[config.mk]
export PLATFORM = sky130hd
export DESIGN_NAME = frame_cfg_regs
export DESIGN_NICKNAME = d
export VERILOG_FILES = /design/src/rtl/frame_cfg_pkg.sv /design/src/rtl/cfg_addr_decode.sv /design/src/rtl/frame_cfg_regs.sv
export SDC_FILE = /design/constraint.sdc
export NUM_CORES = 2
export LEC_CHECK = 0
export CORE_MARGIN = 10
export CORE_UTILIZATION = 40
export DETAILED_ROUTE_END_ITERATION = 6
export PLACE_DENSITY = 0.7
export SETUP_SLACK_MARGIN = 0.1
export SYNTH_ARGS = -nofsm -noshare
export SYNTH_HDL_FRONTEND = slang
export SYNTH_SLANG_ARGS = --single-unit
[constraint.sdc]
create_clock -name clk -period 4.5 [get_ports clk]
set_clock_uncertainty 0.1 [all_clocks]
set_input_delay 0.45 -clock clk [delete_from_list [all_inputs] [get_ports clk]]
set_output_delay 0.45 -clock clk [all_outputs]
set_load 0.05 [all_outputs]
[src/rtl/frame_cfg_pkg.sv]
// Shared constants, region encoding and derived byte-map addresses for the frame
// configuration register file.
package frame_cfg_pkg;

  localparam int unsigned CTRL_COMMIT = 0;
  localparam int unsigned CTRL_NOW    = 1;

  typedef enum logic [2:0] {
    RegDel,
    RegDur,
    RegRes,
    RegThhv,
    RegCtrl,
    RegStatus,
    RegNone
  } region_e;

  function automatic int unsigned res_base(int unsigned n_ch, int unsigned tw);
    return n_ch * 2 * (tw / 8);
  endfunction

  function automatic int unsigned thhv_addr(int unsigned n_ch, int unsigned tw);
    return res_base(n_ch, tw) + n_ch;
  endfunction

  function automatic int unsigned ctrl_addr(int unsigned n_ch, int unsigned tw);
    return thhv_addr(n_ch, tw) + 1;
  endfunction

  function automatic int unsigned status_addr(int unsigned n_ch, int unsigned tw);
    return ctrl_addr(n_ch, tw) + 1;
  endfunction

endpackage

[src/rtl/cfg_addr_decode.sv]
// Combinational byte-address decoder shared by the write and read paths.
// byte_idx 0 is the most significant byte of a delay/duration word.
module cfg_addr_decode
  import frame_cfg_pkg::*;
#(
  parameter int unsigned N_CH = 8,
  parameter int unsigned TW   = 32,
  parameter int unsigned AW   = 8
) (
  input  logic [AW-1:0] addr,
  output region_e       region,
  output logic [3:0]    ch,
  output logic [1:0]    byte_idx,
  output logic          is_ctrl,
  output logic          is_status,
  output logic          invalid
);

  localparam int unsigned B        = TW / 8;
  localparam int unsigned CB       = 2 * B;
  localparam int unsigned ResBase  = res_base(N_CH, TW);
  localparam int unsigned ThhvAddr = thhv_addr(N_CH, TW);
  localparam int unsigned CtrlAddr = ctrl_addr(N_CH, TW);
  localparam int unsigned StatAddr = status_addr(N_CH, TW);

  int unsigned a;
  int unsigned off;

  always_comb begin
    a         = 32'(addr);
    off       = a % CB;
    region    = RegNone;
    ch        = '0;
    byte_idx  = '0;
    is_ctrl   = 1'b0;
    is_status = 1'b0;
    invalid   = 1'b0;
    if (a < ResBase) begin
      ch = 4'(a / CB);
      if (off < B) begin
        region   = RegDel;
        byte_idx = 2'(off);
      end else begin
        region   = RegDur;
        byte_idx = 2'(off - B);
      end
    end else if (a < ThhvAddr) begin
      region = RegRes;
      ch     = 4'(a - ResBase);
    end else if (a == ThhvAddr) begin
      region = RegThhv;
    end else if (a == CtrlAddr) begin
      region  = RegCtrl;
      is_ctrl = 1'b1;
    end else if (a == StatAddr) begin
      region    = RegStatus;
      is_status = 1'b1;
    end else begin
      invalid = 1'b1;
    end
  end

endmodule

[src/rtl/frame_cfg_regs.sv]
// Double-buffered sequencer configuration: byte writes land in a shadow bank that is
// copied to the active bank on a frame boundary after a commit request, or immediately.
module frame_cfg_regs
  import frame_cfg_pkg::*;
#(
  parameter int unsigned N_CH = 8,
  parameter int unsigned TW   = 32,
  parameter int unsigned AW   = 8
) (
  input  logic                 clk,
  input  logic                 clr,
  input  logic                 wr_en,
  input  logic                 rd_en,
  input  logic [AW-1:0]        addr,
  input  logic [7:0]           wdata,
  output logic [7:0]           rdata,
  output logic                 rd_valid,
  output logic                 err,
  input  logic                 frame_sync,
  output logic [N_CH*TW-1:0]   del,
  output logic [N_CH*TW-1:0]   dur,
  output logic [N_CH*8-1:0]    res_value,
  output logic [7:0]           thhv,
  output logic                 cfg_pending,
  output logic                 cfg_update
);

  localparam int unsigned B        = TW / 8;
  localparam int unsigned StatAddr = status_addr(N_CH, TW);

  if (N_CH < 1 || N_CH > 16) begin : g_bad_nch
    $error("frame_cfg_regs: N_CH must be 1..16");
  end
  if ((TW % 8) != 0 || TW < 8 || TW > 32) begin : g_bad_tw
    $error("frame_cfg_regs: TW must be a multiple of 8 in 8..32");
  end
  if (64'(StatAddr) >= (64'd1 << AW)) begin : g_bad_aw
    $error("frame_cfg_regs: AW too narrow for the status address");
  end

  region_e    region;
  logic [3:0] ch;
  logic [1:0] byte_idx;
  logic       is_ctrl, is_status, invalid;

  cfg_addr_decode #(
    .N_CH(N_CH),
    .TW  (TW),
    .AW  (AW)
  ) u_decode (
    .addr     (addr),
    .region   (region),
    .ch       (ch),
    .byte_idx (byte_idx),
    .is_ctrl  (is_ctrl),
    .is_status(is_status),
    .invalid  (invalid)
  );

  logic [N_CH*TW-1:0] sh_del_q, sh_del_d, sh_dur_q, sh_dur_d;
  logic [N_CH*TW-1:0] act_del_q, act_dur_q;
  logic [N_CH*8-1:0]  sh_res_q, sh_res_d, act_res_q;
  logic [7:0]         sh_thhv_q, sh_thhv_d, act_thhv_q;
  logic               pending_q, pending_d;
  logic               ctrl_wr, copy;
  logic [7:0]         rd_byte, rdata_q;
  logic               rd_valid_q, err_q, cfg_update_q;

  // Shadow write path
  always_comb begin
    sh_del_d  = sh_del_q;
    sh_dur_d  = sh_dur_q;
    sh_res_d  = sh_res_q;
    sh_thhv_d = sh_thhv_q;
    if (wr_en) begin
      for (int k = 0; k < N_CH; k++) begin
        for (int j = 0; j < B; j++) begin
          if (ch == 4'(k) && byte_idx == 2'(j)) begin
            if (region == RegDel) sh_del_d[k*TW + (B-1-j)*8 +: 8] = wdata;
            if (region == RegDur) sh_dur_d[k*TW + (B-1-j)*8 +: 8] = wdata;
          end
        end
        if (region == RegRes && ch == 4'(k)) sh_res_d[k*8 +: 8] = wdata;
      end
      if (region == RegThhv) sh_thhv_d = wdata;
    end
  end

  // Read mux always sees the pre-write shadow contents
  always_comb begin
    rd_byte = '0;
    for (int k = 0; k < N_CH; k++) begin
      for (int j = 0; j < B; j++) begin
        if (ch == 4'(k) && byte_idx == 2'(j)) begin
          if (region == RegDel) rd_byte = sh_del_q[k*TW + (B-1-j)*8 +: 8];
          if (region == RegDur) rd_byte = sh_dur_q[k*TW + (B-1-j)*8 +: 8];
        end
      end
      if (region == RegRes && ch == 4'(k)) rd_byte = sh_res_q[k*8 +: 8];
    end
    if (region == RegThhv) rd_byte = sh_thhv_q;
    if (is_status) rd_byte = {7'b0, pending_q};
  end

  always_comb begin
    ctrl_wr   = wr_en & is_ctrl;
    copy      = (ctrl_wr & wdata[CTRL_NOW]) | (pending_q & frame_sync);
    pending_d = pending_q;
    if (copy) begin
      pending_d = 1'b0;
    end else if (ctrl_wr && wdata[CTRL_COMMIT]) begin
      pending_d = 1'b1;
    end
  end

  always_ff @(posedge clk) begin
    if (clr) begin
      sh_del_q     <= '0;
      sh_dur_q     <= '0;
      sh_res_q     <= '0;
      sh_thhv_q    <= '0;
      act_del_q    <= '0;
      act_dur_q    <= '0;
      act_res_q    <= '0;
      act_thhv_q   <= '0;
      pending_q    <= 1'b0;
      cfg_update_q <= 1'b0;
      rdata_q      <= '0;
      rd_valid_q   <= 1'b0;
      err_q        <= 1'b0;
    end else begin
      sh_del_q     <= sh_del_d;
      sh_dur_q     <= sh_dur_d;
      sh_res_q     <= sh_res_d;
      sh_thhv_q    <= sh_thhv_d;
      pending_q    <= pending_d;
      cfg_update_q <= copy;
      if (copy) begin
        act_del_q  <= sh_del_q;
        act_dur_q  <= sh_dur_q;
        act_res_q  <= sh_res_q;
        act_thhv_q <= sh_thhv_q;
      end
      rd_valid_q <= rd_en;
      if (rd_en) rdata_q <= invalid ? 8'h00 : rd_byte;
      err_q <= (wr_en | rd_en) & invalid;
    end
  end

  assign del         = act_del_q;
  assign dur         = act_dur_q;
  assign res_value   = act_res_q;
  assign thhv        = act_thhv_q;
  assign cfg_pending = pending_q;
  assign cfg_update  = cfg_update_q;
  assign rdata       = rdata_q;
  assign rd_valid    = rd_valid_q;
  assign err         = err_q;

endmodule

Yosys cells after proc, flatten, opt, wreduce, memory -nomap -nowiden --
Cells that the tools add are included.
Word-level totals: output and inout bits 596, logic and storage cells 358, register bits 1180
Cells by class: mux-type cells 131, eq/ne operators 16, add/sub/neg operators 2, order comparisons 3, reduce and logical (&&, ||, !) cells 118, bitwise logic cells 6
Operators by type and width (number):
- $mux 8 | 107
- $reduce_and 3->1 | 64
- $logic_and 1x1->1 | 41
- $eq 8x7->1 const B | 3
- $reduce_and 2->1 | 9
- $eq 4x3->1 const B | 4
- $lt 8x7->1 const B | 2
- $mux 1 | 15
- $mux 3 | 4
- $eq 4x2->1 const B | 2
- $mux 4 | 2
- $eq 3x2->1 const B | 2
- $mux 2 | 3
- $and 1x1->1 | 4
- $eq 2x2->1 const B | 2
- $eq 4x1->1 const B | 1
- $logic_not 4->1 | 1
- $sub 4x1->4 const B | 1
- $eq 3x1->1 const B | 1
- $logic_not 3->1 | 1
- $lt 3x3->1 const B | 1
- $eq 2x1->1 const B | 1
- $logic_not 2->1 | 1
- $or 1x1->1 | 2
- other kinds (2) | 2

Depth between registers and ports, before layout --
word-level depth 114, gate-level depth with buffers 13, mapped depth without buffers 8

Hierarchy --
Synthesis repeated with hierarchy kept, for this count alone.
Second synthesis, totals: cells, all modules 4888, area, all modules 45698.8 um2
By module, submodules not included:
- frame_cfg_regs | cells an instance 4860, instances 1, area each 45501.1 um2, seq. area each 23622.7 um2
- cfg_addr_decode | cells an instance 28, instances 1, area each 197.7 um2, seq. area each 0.0 um2

Least setup slack after synthesis --
OpenSTA, ideal clock, no wires.
path type input -> register, from in addr[2], to reg rdata_q[0], in the netlist rdata[0], setup time 0.132 ns, arrival time 2.504 ns, path slack 1.764 ns, stages 11, cell sequence buf_2 -> buf_2 -> buf_4 -> buf_2 -> buf_4 -> mux2i_1 -> nor2_1 -> nor4_1 -> o21ai_1 -> a2111oi_0 -> o211ai_1
Between the ends: longest elaborated chain between the ends 114, elaborated cells on any way between the ends 190, those cells by class add/sub: 1; order compare: 3; eq/ne: 16; mux: 127; reduce/logical: 43
Ends and longest elaborated chain:
- start: declaration | line frame_cfg_regs.sv:14 | input logic [AW-1:0] addr,
- $eq 8x7->1 | line cfg_addr_decode.sv:55 | end else if (a == StatAddr) begin
- $mux 2 | line cfg_addr_decode.sv:55
- $mux 3 | line cfg_addr_decode.sv:52 | end else if (a == CtrlAddr) begin
- $mux 3 | line cfg_addr_decode.sv:50 | end else if (a == ThhvAddr) begin
- $mux 3 | line cfg_addr_decode.sv:47 | end else if (a < ThhvAddr) begin
- $mux 3 | line cfg_addr_decode.sv:38 | if (a < ResBase) begin
- $logic_not 3->1 | line frame_cfg_regs.sv:95 | if (region == RegDel) rd_byte = sh_del_q[k*TW + (B-1-j)*8 +: 8];
- $mux 8 | line frame_cfg_regs.sv:95
- (+98 left out)
- $mux 8 | line frame_cfg_regs.sv:94 | if (ch == 4'(k) && byte_idx == 2'(j)) begin
- $mux 8 | line frame_cfg_regs.sv:95
- $mux 8 | line frame_cfg_regs.sv:96 | if (region == RegDur) rd_byte = sh_dur_q[k*TW + (B-1-j)*8 +: 8];
- $mux 8 | line frame_cfg_regs.sv:94
- $mux 8 | line frame_cfg_regs.sv:99 | if (region == RegRes && ch == 4'(k)) rd_byte = sh_res_q[k*8 +: 8];
- $mux 8 | line frame_cfg_regs.sv:101 | if (region == RegThhv) rd_byte = sh_thhv_q;
- $mux 8 | line frame_cfg_regs.sv:102 | if (is_status) rd_byte = {7'b0, pending_q};
- $mux 8 * | line frame_cfg_regs.sv:145 | if (rd_en) rdata_q <= invalid ? 8'h00 : rd_byte;
- end signal: assignment | line frame_cfg_regs.sv:145
- end: declaration | line frame_cfg_regs.sv:66 | logic [7:0] rd_byte, rdata_q;
Mark *: on every way between the ends. The rest lies on a longest branch, timed or not. A chain may end at the register's enable or synchronous reset.

Worst setup path after layout --
from in addr[5], to reg rdata_q[0], in the netlist rdata[0]
Same word-level chain as after synthesis.

==> key figures <==
Status
  – Outcome: finished with violations
  – Violated checks: DRC

Logic synthesis
  – Post-Synth Adder-Cell Area: 0%
  – Post-synth top area cell: dfxtp_1
  – Simple-gate share of the synthesized area: ~22%
  – Sequential share of the synthesized area: 49.7%
  – Asr flop ratio synth: 0%
  – Synth Net Count: 6127
  – Synth Area per Inst: 7.78 um2
  – Yosys Warn Count: 0
  – Largest family of logic cells by synthesized area: simple AND/OR/NAND/NOR gates
  – Share of the synthesized area in the top cell type: 49.7%
  – Cell count after synthesis: slightly above 6k
  – Main synth FF type: dfxtp_1
  – Mux contribution to synthesized area: ~6%
  – Ranking of synthesized cells by area: dfxtp_1, nand2_1, a21oi_1
  – Post-synth EDFFs: 0
  – Cell area after synthesis: 0.0475 mm2
  – Compound-cell area share of the yosys netlist: 17.7%
  – Synth Area in XOR/XNOR: 0%
  – Post-synthesis register bit count: 1180
  – Synth unique cells: 83

Clock network
  – Clock latency at the later pin of the worst-skew pair: about 750 ps
  – TritonCTS Buffers: ~120
  – Setup repair bufs after CTS: 0
  – Htree depth: 3
  – Clk pin slew, worst setup/hold paths: 70 ps
  – CTS tree: done
  – Clock Path Buffers: 3
  – CTS Sinks: 1180
  – Post-CTS Hold Fix Bufs: 1
  – CTS resizes: 0
  – CTS root buf: clkbuf_16

STA
  – Max_slew headroom: 9.71%
  – Fmax: 241 MHz
  – RSZ-0062 raised after global routing: false
  – Final worst-path cycle share: 92.1%
  – Final setup viols: 0
  – Hold violation total from the final report: 0
  – Setup TNS: 0 ps
  – Slew @ Worst Pin: 1350 ps
  – Min Tclk post-route: 4150 ps
  – Worst Setup Slack, final: 354 ps
  – Pins Over Slew Limit: 0
  – Hold_ws: 120 ps

Setup path
  – Critical Path Source: addr[5]
  – Critical path's top delay family: compound AO/OA/AOI/OAI gates
  – Reg2Reg Depth: 7
  – Critical path class: input port to flip-flop
  – Reg2Reg Setup Slack: 1020 ps
  – Crit. End Element: flip-flop
  – Bufs and invs on worst path: 1
  – Worst EP required: 4990 ps
  – Worst-path fanout max: 14
  – CP Cell Sequence: clkdlybuf4s50_1 > or3_1 > o21ai_2 > o21ai_0 > o21ai_0 > nor4_1 > o21ai_1 > a2111oi_0 > o211ai_1
  – Cell count along the critical path: 9
  – CP max-delay cell: a2111oi_0
  – Cell mode on critical path: o21ai_0
  – Worst endpoint data arrival time: 4640 ps
  – CP Launch Type: input port
  – Slowest stage delay, CP: 1010 ps
  – Worst Setup EP: rdata[0]
  – Worst r2r src: sh_dur_q[0]
  – Critical R2R Capture: rdata[0]

GRT
  – Initial antenna violation count: 10
  – Largest net degree at the start of global routing: 220
  – Vias in the first global route: 43.9k
  – First-pass GRT wire length: 294000 um
  – Gr usage total: between 20% and 30%
  – GR Overflow Total: 0

Drt
  – First-iteration detailed-routing DRC count: 5840
  – Avg WL per Cell: 25.0 um
  – Drt via density: 5.73
  – Length of the first detailed-routing pass in iterations: 7
  – DR DRC count: 1
  – Overall routed net length: 204000 um
  – Detail Route Antenna Nets: 0
  – Via Count: 46.8k

Floorplanning
  – Die X: around 360 um
  – Die area: 0.133 mm2
  – Die Height: around 360 um
  – Core area: roughly 0.12 mm2
  – Starting density of the core: 40.3%
  – I/O pin count: 617
  – # rows: 126

Finish
  – P&R area growth vs syn: 25.0%
  – Layout cells sized above 1: under 10%
  – Commonest non-fill, non-tap cell in the layout: nand2_1
  – Fillers: 11.2k
  – Nets: 6562
  – Most frequent cells in the layout: nand2_1, a21oi_1, dfxtp_1
  – Fin cells: between 8k and 9k

Placed design
  – Post-Place Cells: 7953
  – HPWL Detailed: between 100000 and 150000 um
  – Gpl congestion: between 1 and 1.5
  – Buffers added on ports: 616
  – Pre-CTS setup slack: -47.1 ps

Min path
  – Min-delay worst type: input port to flip-flop

Power and ir drop
  – Lkg Pwr: 19.2 nW
  – Maximum VDD drop: 0.328 mV
  – Pwr/cell area: 369 mW/mm2
  – Power Total: 0.0219 W

Job
  – Max_cap viols: 0
routing by layer:
layer | vias to the layer above | part of all wire, % | global-route usage, %
met1 | 22400 | 38 | 35.4
li1 | 21400 | - | -
met5 | - | 0.035 | 0
met2 | 2448 | 47 | 47.9
met3 | 551 | 10 | 7.27
met4 | 12 | 5.3 | 13.9
registers in the layout, indices dropped and copies added, names as in the netlist:
signal,cells
sh_dur_q,256
cfg_update,1
sh_del_q,256
sh_thhv_q,8
thhv,8
dur,256
cfg_pending,1
rdata,8
del,256
res_value,64
sh_res_q,64
err,1
rd_valid,1
report_power, final:
| part | internal, W | switching, W | total, W |
|---|---|---|---|
| Combinational | 0.000189 | 0.000678 | 0.000867 |
| Clock | 0.00617 | 0.00439 | 0.0106 |
| Sequential | 0.0105 | 0.0000103 | 0.0105 |
logic make-up after synthesis:
family,count (synthesis)
simple gates,2611
compound gates,1571
flops,1180
mux,262
buf+inv,482
worst min-delay path by stage:
stage,start,endpoint,slack (ps),cells past startpoint
after detailed placement,del[126],del[126],340,2
after global routing,clr,sh_del_q[26],140,2
after floorplan,sh_del_q[35],sh_del_q[35],340,2
after global placement,del[224],del[224],340,2
after CTS,clr,sh_del_q[26],120,2
final,clr,sh_del_q[26],120,2
per-stage QoR:
step | area, um2 | util (%)
floorplan | 47500 | -
global placement | 55200 | 46.8
detailed placement | 55200 | 46.8
CTS | 59400 | 50.4
global route | 59400 | 50.4
finish | 59400 | 50.4
final cells by class:
cell class | instances | area (um2) | share of cell area [%]
Inverter | 7 | 26.3 | 0.0442
Clock buffer | 176 | 3530 | 5.94
Multi-Input combinational cell | 4444 | 21800 | 36.8
Sequential cell | 1180 | 23600 | 39.8
Antenna cell | 1 | 2.50 | 0.00421
Clock inverter | 49 | 642 | 1.08
Tap cell | 1536 | 1920 | 3.24
Timing Repair Buffer | 787 | 7810 | 13.1
worst register-to-register path, cell delays in order, from the launching register on:
cell and delay (ps):
dfxtp_1 340, mux2i_1 420, a22oi_1 170, and4_1 230, nor4_1 640, o21ai_1 290, a2111oi_0 1010, o211ai_1 160
cells in the mapped netlist, types with 16 or more instances:
cell type / count
o21ai_0: 176
nand3_1: 135
buf_2: 161
and3_1: 16
mux2i_1: 216
a211oi_1: 29
a21oi_1: 1193
mux2_2: 31
or3_1: 16
nand2_1: 2091
nor3_1: 30
o22ai_1: 57
dfxtp_1: 1180
clkbuf_1: 245
buf_1: 55
nor2_1: 210
No activity file was read; power rests on OpenSTA's default activity.
